===== src/rtl/inst_encoder_pkg.sv =====
`default_nettype none
// ============================================================================
// Module      : inst_encoder_pkg
// Description : Shared types, opcode constants and encode/range helpers.
// Revision    : 1.0 - initial release
// ============================================================================
package inst_encoder_pkg;

    typedef enum logic [1:0] {
        FMT_I = 2'd0,
        FMT_S = 2'd1,
        FMT_B = 2'd2,
        FMT_R = 2'd3
    } fmt_e;

    localparam logic [6:0] OP_LOAD   = 7'b0000011;
    localparam logic [6:0] OP_IMM    = 7'b0010011;
    localparam logic [6:0] OP_STORE  = 7'b0100011;
    localparam logic [6:0] OP_BRANCH = 7'b1100011;
    localparam logic [6:0] OP_REG    = 7'b0110011;

    localparam int ENTRY_W = 65;

    typedef struct packed {
        logic [31:0] inst;
        logic [31:0] addr;
        logic        err;
    } entry_t;

    function automatic logic [31:0] encode(
        input fmt_e        fmt,
        input logic [6:0]  op,
        input logic [4:0]  rd,
        input logic [4:0]  rs1,
        input logic [4:0]  rs2,
        input logic [2:0]  f3,
        input logic [6:0]  f7,
        input logic [31:0] imm
    );
        case (fmt)
            FMT_I:   encode = {imm[11:0], rs1, f3, rd, op};
            FMT_S:   encode = {imm[11:5], rs2, rs1, f3, imm[4:0], op};
            FMT_B:   encode = {imm[12], imm[10:5], rs2, rs1, f3, imm[4:1], imm[11], op};
            default: encode = {f7, rs2, rs1, f3, rd, op};
        endcase
    endfunction

    // Out of range means the value is not a sign extension of its legal field width.
    function automatic logic imm_err(input fmt_e fmt, input logic [31:0] imm);
        case (fmt)
            FMT_I, FMT_S: imm_err = (imm[31:11] != {21{imm[11]}});
            FMT_B:        imm_err = (imm[31:12] != {20{imm[12]}}) || imm[0];
            default:      imm_err = 1'b0;
        endcase
    endfunction

endpackage
`default_nettype wire


===== src/rtl/inst_fifo.sv =====
`default_nettype none
// ============================================================================
// Module      : inst_fifo
// Description : Output word FIFO with registered ready and held read data.
// Revision    : 1.0 - initial release
// ============================================================================
module inst_fifo
    import inst_encoder_pkg::*;
#(
    parameter int DEPTH = 4
) (
    input  logic               clk,
    input  logic               rst_n,
    input  logic               wr_en_i,
    input  logic [ENTRY_W-1:0] wr_data_i,
    output logic               wr_ready_o,
    input  logic               rd_en_i,
    output logic               rd_valid_o,
    output logic [ENTRY_W-1:0] rd_data_o
);

    localparam int PTR_W = $clog2(DEPTH);
    localparam int CNT_W = $clog2(DEPTH + 1);
    localparam logic [CNT_W-1:0] FULL_CNT = CNT_W'(DEPTH);

    logic [ENTRY_W-1:0] mem_q [DEPTH];
    logic [PTR_W-1:0]   wr_ptr_q, wr_ptr_d;
    logic [PTR_W-1:0]   rd_ptr_q, rd_ptr_d;
    logic [CNT_W-1:0]   cnt_q, cnt_d;
    logic               ready_q, ready_d;
    logic [ENTRY_W-1:0] last_q, last_d;
    logic               push, pop;

    // Ready follows next-cycle occupancy, so a pop during full frees the slot one cycle later.
    always_comb begin
        push     = wr_en_i && ready_q;
        pop      = rd_en_i && (cnt_q != '0);
        wr_ptr_d = wr_ptr_q + PTR_W'(push);
        rd_ptr_d = rd_ptr_q + PTR_W'(pop);
        cnt_d    = cnt_q + CNT_W'(push) - CNT_W'(pop);
        ready_d  = (cnt_d != FULL_CNT);
        last_d   = pop ? mem_q[rd_ptr_q] : last_q;
    end

    always_ff @(posedge clk or negedge rst_n) begin
        if (!rst_n) begin
            wr_ptr_q <= '0;
            rd_ptr_q <= '0;
            cnt_q    <= '0;
            ready_q  <= 1'b0;
            last_q   <= '0;
        end else begin
            wr_ptr_q <= wr_ptr_d;
            rd_ptr_q <= rd_ptr_d;
            cnt_q    <= cnt_d;
            ready_q  <= ready_d;
            last_q   <= last_d;
        end
    end

    always_ff @(posedge clk) begin
        if (push) begin
            mem_q[wr_ptr_q] <= wr_data_i;
        end
    end

    // When empty the last popped word stays on the output.
    assign wr_ready_o = ready_q;
    assign rd_valid_o = (cnt_q != '0);
    assign rd_data_o  = rd_valid_o ? mem_q[rd_ptr_q] : last_q;

endmodule
`default_nettype wire


===== src/rtl/inst_encoder.sv =====
`default_nettype none
// ============================================================================
// Module      : inst_encoder
// Description : Encodes I/S/B/R field bundles into addressed instruction words.
// Revision    : 1.0 - initial release
// ============================================================================
module inst_encoder
    import inst_encoder_pkg::*;
#(
    parameter int          DEPTH = 4,
    parameter logic [31:0] BASE  = 32'h0
) (
    input  logic        clk,
    input  logic        rst_n,
    input  logic        in_valid,
    output logic        in_ready,
    input  logic [1:0]  in_fmt,
    input  logic [6:0]  in_opcode,
    input  logic [4:0]  in_rd,
    input  logic [4:0]  in_rs1,
    input  logic [4:0]  in_rs2,
    input  logic [2:0]  in_func3,
    input  logic [6:0]  in_func7,
    input  logic [31:0] in_imm,
    input  logic        base_load,
    input  logic [31:0] base_addr,
    output logic        out_valid,
    input  logic        out_ready,
    output logic [31:0] out_inst,
    output logic [31:0] out_addr,
    output logic        out_err,
    output logic [7:0]  err_cnt
);

    logic [31:0] addr_q, addr_d;
    logic [7:0]  err_cnt_q, err_cnt_d;
    logic [31:0] word_addr;
    logic        accept;
    logic        word_err;
    entry_t      wr_entry;
    entry_t      rd_entry;

    // A reload in the accepting cycle addresses the word itself.
    always_comb begin
        accept    = in_valid && in_ready;
        word_err  = imm_err(fmt_e'(in_fmt), in_imm);
        word_addr = base_load ? base_addr : addr_q;
        addr_d    = accept ? word_addr + 32'd4 : word_addr;
        err_cnt_d = err_cnt_q;
        if (accept && word_err && (err_cnt_q != 8'hFF)) begin
            err_cnt_d = err_cnt_q + 8'd1;
        end
        wr_entry.inst = encode(fmt_e'(in_fmt), in_opcode, in_rd, in_rs1, in_rs2,
                               in_func3, in_func7, in_imm);
        wr_entry.addr = word_addr;
        wr_entry.err  = word_err;
    end

    always_ff @(posedge clk or negedge rst_n) begin
        if (!rst_n) begin
            addr_q    <= BASE;
            err_cnt_q <= 8'd0;
        end else begin
            addr_q    <= addr_d;
            err_cnt_q <= err_cnt_d;
        end
    end

    inst_fifo #(
        .DEPTH (DEPTH)
    ) u_fifo (
        .clk        (clk),
        .rst_n      (rst_n),
        .wr_en_i    (accept),
        .wr_data_i  (wr_entry),
        .wr_ready_o (in_ready),
        .rd_en_i    (out_ready),
        .rd_valid_o (out_valid),
        .rd_data_o  (rd_entry)
    );

    assign out_inst = rd_entry.inst;
    assign out_addr = rd_entry.addr;
    assign out_err  = rd_entry.err;
    assign err_cnt  = err_cnt_q;

endmodule
`default_nettype wire


===== config.mk =====
export PLATFORM = sky130hd
export DESIGN_NAME = inst_encoder
export DESIGN_NICKNAME = d
export VERILOG_FILES = /design/src/rtl/inst_encoder_pkg.sv /design/src/rtl/inst_fifo.sv /design/src/rtl/inst_encoder.sv
export SDC_FILE = /design/constraint.sdc
export NUM_CORES = 1
export LEC_CHECK = 0
export ABC_CLOCK_PERIOD_IN_PS = 12600
export CAP_MARGIN = 25
export CORE_ASPECT_RATIO = 2
export CORE_MARGIN = 2
export CORE_UTILIZATION = 30
export CTS_BUF_LIST = sky130_fd_sc_hd__clkbuf_8
export DETAILED_ROUTE_END_ITERATION = 8
export HOLD_SLACK_MARGIN = 0.02
export PLACE_DENSITY_LB_ADDON = 0.1
export SYNTH_ARGS = -nofsm -noshare
export SYNTH_HDL_FRONTEND = slang
export SYNTH_HIERARCHICAL = 1
export SYNTH_SLANG_ARGS = --single-unit

===== constraint.sdc =====
create_clock -name clk -period 12.6 [get_ports clk]
set_input_delay 3.15 -clock clk [delete_from_list [all_inputs] [get_ports clk]]
set_output_delay 3.15 -clock clk [all_outputs]
set_load 0.02 [all_outputs]

==> run summary <==
The run finished with clean final reports. The sequential area share after synthesis is 67.4%. The floorplan die area is 0.0546 sq mm.

The die span in y is 328 microns. TritonCTS created 57 clock buffers. The maximum root-to-sink buffer count came out at 3. Of the cells placed in the final design, the portion with a size suffix greater than 1 is 31.1%. In this run the static leakage power is 6.89 nW. After clock tree synthesis, the repair step resized 0 gates.

The share of the clock period used by the worst path after layout came out at 55.3%. The number of global-route vias before repair came out at 9,586. The overall overflow remaining after global route came out at 0. The largest net degree at the start of global routing is 59. The top-level I/O count came out at 178. In this run the most critical hold path is launched from u_fifo/last_q[39]. The worst setup path is of the flop to output port kind. The cell sitting at the root of the clock tree is a sky130_fd_sc_hd__clkbuf_8. The post-synth net total is 960. For this run, the total global-route usage over all layers was measured as 15.1%.

In the layout the commonest cells are 260 x sky130_fd_sc_hd__edfxtp_1, 175 x sky130_fd_sc_hd__clkdlybuf4s50_1, 147 x sky130_fd_sc_hd__mux2_2. The synthesized design contains 373 register bits. The CTS tree is built. For the pin with the worst max-slew slack, the measured transition is 0.895 ns. Clock-pin slew was measured on the worst setup and hold paths at 0.06 ns. The width of the die is 166 microns. The number of fill cells is 4,872. The detailed-routing iteration count for the pre-antenna-repair pass came out at 4. Once the clock tree was built, the setup fixing pass inserted 0 buffers. The final setup violation count is 0. The total DRC errors in the routed layout is 0.

Following the worst setup path forward leads to its endpoint at out_inst[4]. The global-route wire length before repair is 61,400 microns. Compared with the post-synthesis result, the final layout area differs by 23.1%. The relative max-transition margin came out at 40.3%. The routed length per instance came out at 22.8 microns. For this run, the number of Yosys warnings is 6. The most used flip-flop cell after synthesis is sky130_fd_sc_hd__edfxtp_1. The net total in the final layout came out at 1,173. The starting utilization of the core area came out at 30.5%. The count of endpoints failing hold in the final timing report came out at 0. After routing the design area is 0.0194 sq mm. The total number of placement rows came out at 118. The path class of the tightest hold or removal check is flop to flop. The number of clock sinks came out at 373. The worst setup path is launched from a flop. The count of different cell masters after synthesis is 60. The number of hold buffers added after CTS was 0.

Leaving out fill and tap cells, the most frequent cell in the layout is sky130_fd_sc_hd__edfxtp_1. The via density per instance came out at 4.79. The endpoint of the worst-slack reg-to-reg timing path is u_fifo/last_q[14]. The signal arrival time at the worst endpoint came out at 3.81 ns. The number of H-tree levels came out at 2. The initial detailed-routing violation count came out at 326. The power density over cell area is 236 mW/mm^2. The area of the core region is 0.0518 sq mm. The number of max-slew violations in the final report came out at 0.

The average instance in the mapped netlist occupies 18.5 sq um. The final critical delay including setup and external delays is 6.96 ns. The remaining antenna violation count after routing is 0. The max-cap violation count came out at 0. The worst clock skew on the final layout came out at 0.0349 ns.

The routed wire length is 40,500 microns. The share of synthesized registers carrying an async set or reset came out at 30.3%. The worst register-to-register path begins at u_fifo/rd_ptr_q[0]. Buffers placed on the I/O ports in this run total 177. STA classifies the critical path endpoint as an output port.

The placed instances occupy a cell area of 0.0182 sq mm. STA puts the critical path data required time at 9.45 ns. The smallest setup slack after layout came out at 5.64 ns. The final core area utilization came out at 37.5%.

The count of vias placed by the detailed router is 8,498. The worst-case register-to-register setup slack is 9.85 ns. Summed over all failing endpoints, the final setup total negative slack is 0 ns. Timing would allow up to 0.144 GHz.

Measured in cells, the most critical reg-to-reg path has a length of 3. Timing analysis after detailed placement gives a worst setup slack of 6.13 ns. The later pin in the worst-skew pair is clocked with a latency of 0.65 ns. In this run the worst path has a maximum fanout of 36.

The start point of the critical path is u_fifo/rd_ptr_q[0]. The final weighted congestion of routability-driven global placement came out at 0.724. The mapped netlist covers 0.0158 sq mm.

Counting flops with a built-in enable in the synthesized netlist gives 260. The worst supply voltage drop on vdd is 0.133 mV. The synthesized instance count came out at 852. The initial antenna violation count is 2. Setup repair after global routing left no endpoint under its margin. The detailed-placement wirelength estimate is 25,100 microns.
==> power by group <==
group | leakage, nW | total [W] | internal [W] | switching (W)
Combinational | 2.53 | 0.00174 | 0.000905 | 0.000835
Sequential | 3.70 | 0.00182 | 0.00165 | 0.000172
Clock | 0.655 | 0.00102 | 0.000525 | 0.000494
Total | 6.89 | 0.00458 | 0.00308 | 0.00150
==> per-stage QoR <==
step | cells | hold WS, ns | power (W)
after floorplan | 852 | 0.475 | 0.00295
after global placement | 1665 | 0.483 | 0.00363
after detailed placement | 1665 | 0.489 | 0.00364
after CTS | 1773 | 0.505 | 0.00470
after global routing | 1775 | 0.517 | 0.00485
final | 1775 | 0.500 | 0.00458
==> critical path: stages (launching register included) <==
cell and delay (ns):
sky130_fd_sc_hd__dfrtp_4 0.95, sky130_fd_sc_hd__buf_4 0.70, sky130_fd_sc_hd__mux4_2 0.60, sky130_fd_sc_hd__mux2_2 0.27
sky130_fd_sc_hd__clkdlybuf4s50_1 0.57
==> cells by family (layout without fill, tap and decap cells) <==
group                    after synthesis  count (layout)  share of synthesized area [%]
adder cells (fa/ha/maj)                5               5                          0.444
flip-flops                           373             373                           67.4
XOR/XNOR                              39              39                           2.26
AO/OA/AOI/OAI                         36              36                           1.95
multiplexers                         241             241                           21.9
other                                  0               1                              0
AND/OR/NAND/NOR                       99              99                           3.73
buffers and inverters                 59             321                           2.29
==> cell usage after synthesis, types with 4 or more instances <==
cell type / number / share of area (%)
sky130_fd_sc_hd__a211oi_2: 4 / 0.32
sky130_fd_sc_hd__dfrtp_1: 113 / 18
sky130_fd_sc_hd__mux2_4: 10 / 0.95
sky130_fd_sc_hd__nand3_1: 12 / 0.38
sky130_fd_sc_hd__and4_1: 4 / 0.22
sky130_fd_sc_hd__xor2_1: 10 / 0.56
sky130_fd_sc_hd__nand4_1: 4 / 0.16
sky130_fd_sc_hd__buf_6: 5 / 0.36
sky130_fd_sc_hd__mux4_2: 65 / 9.3
sky130_fd_sc_hd__buf_4: 7 / 0.33
sky130_fd_sc_hd__nor2b_1: 6 / 0.24
sky130_fd_sc_hd__clkbuf_1: 7 / 0.17
sky130_fd_sc_hd__and3_1: 9 / 0.36
sky130_fd_sc_hd__nor3_1: 6 / 0.19
sky130_fd_sc_hd__o211ai_1: 5 / 0.24
sky130_fd_sc_hd__mux2_2: 147 / 10
sky130_fd_sc_hd__xnor2_1: 28 / 1.6
sky130_fd_sc_hd__a21oi_1: 6 / 0.19
sky130_fd_sc_hd__inv_1: 21 / 0.50
sky130_fd_sc_hd__mux2i_1: 18 / 1.1
sky130_fd_sc_hd__nand3b_1: 6 / 0.29
sky130_fd_sc_hd__nand2_1: 16 / 0.38
sky130_fd_sc_hd__ha_1: 4 / 0.32
sky130_fd_sc_hd__edfxtp_1: 260 / 49
sky130_fd_sc_hd__nor2_1: 14 / 0.33
sky130_fd_sc_hd__buf_2: 13 / 0.41
==> metal layers <==
| metal | wire length [microns] | vias to the layer above | part of all wire (%) | GRT usage [%] |
|---|---|---|---|---|
| li1 | - | 3775 | - | - |
| met1 | 15100 | 4442 | 37 | 16.5 |
| met2 | 22600 | 204 | 56 | 29.1 |
| met3 | 1600 | 75 | 4.0 | 2.50 |
| met4 | 1140 | 2 | 2.8 | 5.33 |
| met5 | 14 | - | 0.035 | 0 |
==> sequential cells by signal, summed over array words and instances, names as in the netlist <==
signal and cells:
u_fifo/cnt_q 3, err_cnt 8, u_fifo/last_q 65, addr_q 32, u_fifo/mem_q 260, u_fifo/rd_ptr_q 2
u_fifo/wr_ptr_q 2, u_fifo/wr_ready_o 1
==> worst min-delay path by stage <==
stage	cells after the start	end	slack, ns
after floorplan	1	u_fifo/last_q[25]	0.48
after global placement	1	u_fifo/last_q[44]	0.48
after detailed placement	1	u_fifo/last_q[15]	0.49
after CTS	1	u_fifo/last_q[48]	0.50
after global routing	1	u_fifo/last_q[49]	0.52
final	1	u_fifo/last_q[39]	0.50
==> area by class of cell <==
type	count	area, sq um	share of cell area [%]
sequential	373	10600	54.8
inverter	21	78.8	0.406
timing repair buffer	192	1890	9.74
clock buffer	70	963	4.96
multi-input combinational	420	4820	24.8
tap	660	826	4.25
clock inverter	38	203	1.04
antenna	1	2.50	0.0129
Note: power is estimated with default switching activity, not from simulation.
